===== config.mk =====
export PLATFORM = sky130hd
export DESIGN_NAME = l2_fc_sequencer
export DESIGN_NICKNAME = d
export VERILOG_FILES = /design/src/rtl/l2_fc_sequencer.sv
export SDC_FILE = /design/constraint.sdc
export NUM_CORES = 1
export LEC_CHECK = 0
export ABC_AREA = 1
export CAP_MARGIN = 20
export CORE_AREA = 2 2 165 167
export CTS_CLUSTER_DIAMETER = 50
export DETAILED_ROUTE_END_ITERATION = 8
export DIE_AREA = 0 0 167 169
export PLACE_DENSITY = 0.63
export SYNTH_ARGS = -nofsm -noshare
export SYNTH_HDL_FRONTEND = slang
export SYNTH_SLANG_ARGS = --single-unit

===== constraint.sdc =====
create_clock -name clk -period 1.58 [get_ports clk]
set_input_delay 0.316 -clock clk [delete_from_list [all_inputs] [get_ports clk]]
set_output_delay 0.316 -clock clk [all_outputs]
set_load 0.03 [all_outputs]

===== src/rtl/l2_fc_sequencer.sv =====
// Sequences the second (fully connected) layer one output neuron at a time.
// It fetches each weight row, launches the FC multiply, and keeps a running signed argmax.
module l2_fc_sequencer #(
  parameter int NUM_OUT = 10,
  parameter int TIMEOUT = 16
) (
  input  logic         clk,
  input  logic         rst,
  input  logic         start,
  output logic         L1_valid,
  output logic         wrom_en,
  output logic [3:0]   wrom_addr,
  input  logic [191:0] wrom_rdata,
  output logic [191:0] weight_data,
  output logic         data_ready,
  output logic [3:0]   L2_bias_sel,
  input  logic [7:0]   L2_result,
  input  logic         cal_valid,
  output logic         busy,
  output logic         done,
  output logic         err,
  output logic [3:0]   class_id,
  output logic [7:0]   class_score,
  output logic [2:0]   state_dbg
);

  // Handshake: every strobe here is a one-cycle pulse with no back-pressure.
  // start is honoured only in IDLE and cal_valid only in WAIT_RES. The FC layer
  // answers data_ready with a cal_valid pulse, which carries L2_result.
  typedef enum logic [2:0] {
    IDLE     = 3'd0,
    LATCH    = 3'd1,
    FETCH    = 3'd2,
    LOAD     = 3'd3,
    ISSUE    = 3'd4,
    WAIT_RES = 3'd5,
    DONE     = 3'd6
  } state_t;

  localparam int WW = (TIMEOUT < 2) ? 1 : $clog2(TIMEOUT);
  localparam logic [3:0]    LAST_N = 4'(NUM_OUT - 1);
  localparam logic [WW-1:0] LAST_W = WW'(TIMEOUT - 1);

  state_t        state;
  state_t        state_nxt;
  logic [3:0]    n;
  logic [WW-1:0] wait_cnt;
  logic          max_valid;
  logic          accept;
  logic          expire;

  assign accept = (state == WAIT_RES) && cal_valid;
  // A result that arrives on the final wait cycle still counts.
  assign expire = (state == WAIT_RES) && !cal_valid && (wait_cnt == LAST_W);

  always_ff @(posedge clk) begin
    if (rst) begin
      state <= IDLE;
    end else begin
      state <= state_nxt;
    end
  end

  always_comb begin
    state_nxt = state;
    case (state)
      IDLE:     if (start) state_nxt = LATCH;
      LATCH:    state_nxt = FETCH;
      FETCH:    state_nxt = LOAD;
      LOAD:     state_nxt = ISSUE;
      ISSUE:    state_nxt = WAIT_RES;
      WAIT_RES: begin
        if (accept) begin
          state_nxt = (n == LAST_N) ? DONE : FETCH;
        end else if (expire) begin
          state_nxt = DONE;
        end
      end
      DONE:     state_nxt = IDLE;
      default:  state_nxt = IDLE;
    endcase
  end

  always_comb begin
    L1_valid   = 1'b0;
    wrom_en    = 1'b0;
    wrom_addr  = 4'd0;
    data_ready = 1'b0;
    done       = 1'b0;
    busy       = 1'b1;
    case (state)
      IDLE:  busy = 1'b0;
      LATCH: L1_valid = 1'b1;
      FETCH: begin
        wrom_en   = 1'b1;
        wrom_addr = n;
      end
      ISSUE: data_ready = 1'b1;
      DONE:  done = 1'b1;
      default: ;
    endcase
  end

  assign L2_bias_sel = n;
  assign state_dbg   = state;

  always_ff @(posedge clk) begin
    if (rst) begin
      n           <= 4'd0;
      wait_cnt    <= '0;
      weight_data <= '0;
      err         <= 1'b0;
      class_id    <= 4'd0;
      class_score <= 8'd0;
      max_valid   <= 1'b0;
    end else begin
      if (state == IDLE && start) begin
        n           <= 4'd0;
        err         <= 1'b0;
        class_id    <= 4'd0;
        class_score <= 8'd0;
        max_valid   <= 1'b0;
      end
      if (state == LOAD) begin
        weight_data <= wrom_rdata;
      end
      if (state == ISSUE) begin
        wait_cnt <= '0;
      end
      if (accept) begin
        // Strictly greater keeps the lower index when scores tie.
        if (!max_valid || ($signed(L2_result) > $signed(class_score))) begin
          class_id    <= n;
          class_score <= L2_result;
        end
        max_valid <= 1'b1;
        if (n != LAST_N) begin
          n <= n + 4'd1;
        end
      end else if (expire) begin
        err <= 1'b1;
      end else if (state == WAIT_RES) begin
        wait_cnt <= wait_cnt + 1'b1;
      end
    end
  end

endmodule


Yosys cells after proc, flatten, opt, wreduce, memory -nomap -nowiden

Index checks and enable logic that the tools add are counted.
Widths: inputs -> output; s select.

Bits in registers: 217
Output and inout bits: 221

Reduce and logical (&&, ||, !) cells: 10
$lt $le $gt $ge: 1
Eq/ne operators: 11
Add/subtract/negate cells: 2
Mux-type cells: 29

Operators by type and width:

| cell                | number |
|---|---|
| $mux 4              | 11 |
| $mux 8              | 3 |
| $pmux 3 s6          | 1 |
| $mux 3              | 4 |
| $mux 1              | 10 |
| $eq 3x3->1 const B  | 3 |
| $add 4x1->4 const B | 2 |
| $eq 4x4->1 const B  | 2 |
| $gt 8x8->1          | 1 |
| $eq 3x2->1 const B  | 2 |
| $logic_and 1x1->1   | 4 |
| $ne 4x4->1 const B  | 1 |
| $eq 3x1->1 const B  | 1 |
| $logic_not 3->1     | 1 |
| $ne 3x3->1 const B  | 1 |
| $logic_not 1->1     | 2 |
| $ne 2x2->1 const B  | 1 |
| $reduce_and 2->1    | 1 |
| $reduce_bool 2->1   | 1 |
| $logic_or 1x1->1    | 1 |

Longest topological paths before layout

Depth in word-level cells: 6
Mapped depth: 16
Depth with buffers taken out: 15

Worst setup path before layout

OpenSTA, ideal clock, no wires.

Path kind: flip-flop to output port
Start point: register state[1] (netlist: state_dbg[1])
End point: output wrom_addr[0]
Path buffers: 0
Cell stages (with the launch flop): 5
Path slack: -0.857 ns
Data arrival time: 2.121 ns
Path through: dfxtp_1 > inv_1 > nor3_1 > inv_1 > nor2_1

Cells in the longest elaborated chain, start to end: 2

RTL lines:

| item                     | RTL line | source |
|---|---|---|
| start: declaration       | 44       | `state_t state;` |
| start signal: assignment | 60       | `state <= state_nxt;` |
| $eq 3x2->1               | 91       | `case (state)` |
| $mux 4                   | 91       |  |
| end: declaration         | 12       | `output logic [3:0] wrom_addr,` |

No other way between the ends.

Worst setup path in the final report

Start point: register state[0] (netlist: state_dbg[0])
End point: output wrom_addr[0]

Same word-level chain as after synthesis.

==> flow_summary_export.csv <==
group,metric,value,unit
outcome,status,"complete, but fails checks",
outcome,violations,"setup timing",
floorplanning,coreArea,26500,um2
clock_tree,cts_buffer_depth,3,
logic_synthesis,synth_compound_area_frac,0.1429,
power,p_per_area,924.3,nW/um2
logic_synthesis,synth.avg_cell_area,7.579,um2
routing,drt_iter0_markers,404,
timing,fmax,0.5309,GHz
critical_path,start_kind,"flip-flop",
timing,rsz0062_at_grt,"yes",
routing,vias,9217,
logic_synthesis,seq_area_frac_synth,0.5382,
timing,fin_crit_sh,1.192,
placement,dpl_cell_area,13190,um2
critical_path,path_max_fanout,5,
global_routing,grt.overflow.total,0,
clock_tree,cts_sinks,217,
layout,nets,1780,
floorplanning,die_h,169,um
critical_path,crit_type,"reg2out",
layout,nFillCells,2140,
routing,drc,0,
timing,setup_violations,230,
layout,multi_input_area,4462,um2
placement,place_congestion,0.7885,
logic_synthesis,yosys.area_share.simple,0.2352,
job,drv_cap,0,
timing,worst_slack,-0.3035,ns
power,power,15.61,mW
clock_tree,cts_tree,"yes",
timing,finalHoldViolCount,0,
clock_tree,htreeDepth,1,
layout,syn2layout_area_growth,109.2,%
layout,final-seq-area,4382,um2
logic_synthesis,muxShareOfSynthArea,0,
layout,n_antenna_cell,0,
global_routing,grt_pass1_wl,45090,um
routing,routed_wl,35090,um
logic_synthesis,syn-cell-area,8071,um2
clock_tree,cts_buffers,30,
timing,maxSlewHeadroom,0.7786,
placement,dp_slack,-0.5982,ns
timing,hold-worst-slack,0.3458,ns
layout,final_common_cell,"nor2_1",
layout,fin_cells,1930,
placement,portBuffers,424,
global_routing,grt_pass1_vias,8565,
logic_synthesis,netlist_instances,1065,
global_routing,grt_max_degree,53,
floorplanning,start_util,0.3046,
layout,layout_common_cells,"nor2_1, dfxtp_1, clkdlybuf4s50_1",
timing,finalMaxSlewViolations,0,
layout,post-route-util,0.6372,
logic_synthesis,synthAdderAreaFrac,0.01705,
worst_hold_path,min_path_type,"in2reg",
floorplanning,die_x,167,um
power,leakage,6.814,nW
clock_tree,root_buffer,"clkbuf_16",
timing,worst_slew_pin_slew,0.3334,ns
critical_path,cp.required,1.26,ns
placement,dp_hpwl,20000,um
logic_synthesis,synth.distinct_cells,25,
timing,fin_setup_tns,-38.81,ns
critical_path,endpoint_kind,"output pin",
placement,post-place-cells,1815,
global_routing,antenna_found_initial,0,
routing,wl_per_cell,18.18,um
logic_synthesis,yosys_warnings,0,
timing,finalClockSkew,0.02462,ns
clock_tree,path_clk_slew,0.06,ns
layout,drive_above_1_share,0.3820,
clock_tree,cts-hold-fix-buffers,0,
routing,firstDrtPassIters,4,
global_routing,grt.total_usage,0.1934,
routing,viasPerCell,4.776,
layout,fin_area,16890,um2
clock_tree,insertion_delay,0.55,ns
critical_path,cp.arrival,1.57,ns
logic_synthesis,synth-seq-cells,217,
timing,post-route-min-period,1.884,ns
logic_synthesis,synth_top_family_by_area,"simple AND/OR/NAND/NOR gates",
routing,ant_nets,0,
floorplanning,io_pins,425,
power,ir_drop,1125,uV
logic_synthesis,syn_nets,1280,
floorplanning,rows,60,
floorplanning,dieArea,28220,um2
logic_synthesis,synth_xor_area_frac,0.001085,
## registers in the layout, indices dropped and copies added, names as in the netlist
register and count:
L2_bias_sel 4, state_dbg 3, max_valid 1, wait_cnt 4
class_score 8, err 1, class_id 4, weight_data 192
## synthesized netlist by cell type (all sizes together)
cell	number	area share
a211oi	3	0.0028
a21oi	24	0.015
buf	48	0.031
clkbuf	23	0.011
clkinv	1	0.00046
dfxtp	217	0.54
ha	11	0.017
inv	50	0.023
nand2	45	0.021
nand3	21	0.015
nand4	3	0.0023
nor2	414	0.19
nor3	4	0.0039
o21ai	198	0.12
o22ai	1	0.00078
o311a	1	0.0012
xor2	1	0.0011
## cells by family (layout without fill, tap and decap cells)
family,count (synthesis),after routing
AO/OA/AOI/OAI,227,227
XOR/XNOR,1,1
adder cells (fa/ha/maj),11,11
buffers and inverters,122,646
flip-flops,217,217
AND/OR/NAND/NOR,487,487
## worst max-delay path, stage by stage, from the launching register on
cell and delay [ns]:
dfxtp_4 0.34, buf_6 0.12, nor3_4 0.21, inv_4 0.11, nor2_4 0.11, buf_6 0.14
## layer usage
layer	track usage	part of all wire	up-vias
li1	-	-	4417
met1	0.2332	0.39	4371
met2	0.3348	0.50	354
met3	0.05728	0.072	75
met4	0.05472	0.031	0
met5	0	0	-
## layout make-up
class | count | share of cell area
sequential | 217 | 0.2595
timing repair buffer | 535 | 0.3678
clock buffer | 42 | 0.05387
tap | 341 | 0.02527
multi-input combinational | 726 | 0.2642
clock inverter | 14 | 0.01089
inverter | 51 | 0.01356
timing repair inverter | 4 | 0.004890
## path summary, 6_finish.rpt
path                    from               end  slack (ns)  depth (start not counted)
max             state_dbg[0]      wrom_addr[0]       -0.30                          5
min          wrom_rdata[109]  weight_data[109]        0.35                          3
max reg2reg     state_dbg[1]  weight_data[174]       -0.28                         10
min reg2reg              err               err        0.47                          2
## report_power, final
group / leakage (nW) / total [mW] / internal [mW] / switching, mW
Clock: 0.540 / 7.28 / 4.66 / 2.62
Combinational: 4.51 / 2.56 / 1.26 / 1.30
Sequential: 1.76 / 5.78 / 5.66 / 0.117
Total: 6.81 / 15.6 / 11.6 / 4.03
## timing repair
action	in CTS	in global routing
resized for setup	652	424
pin swaps	27	70
gates cloned	0	39
buffers inserted	19	10
setup endpoints to repair	230	276
Power figures use the tool's default switching activity.
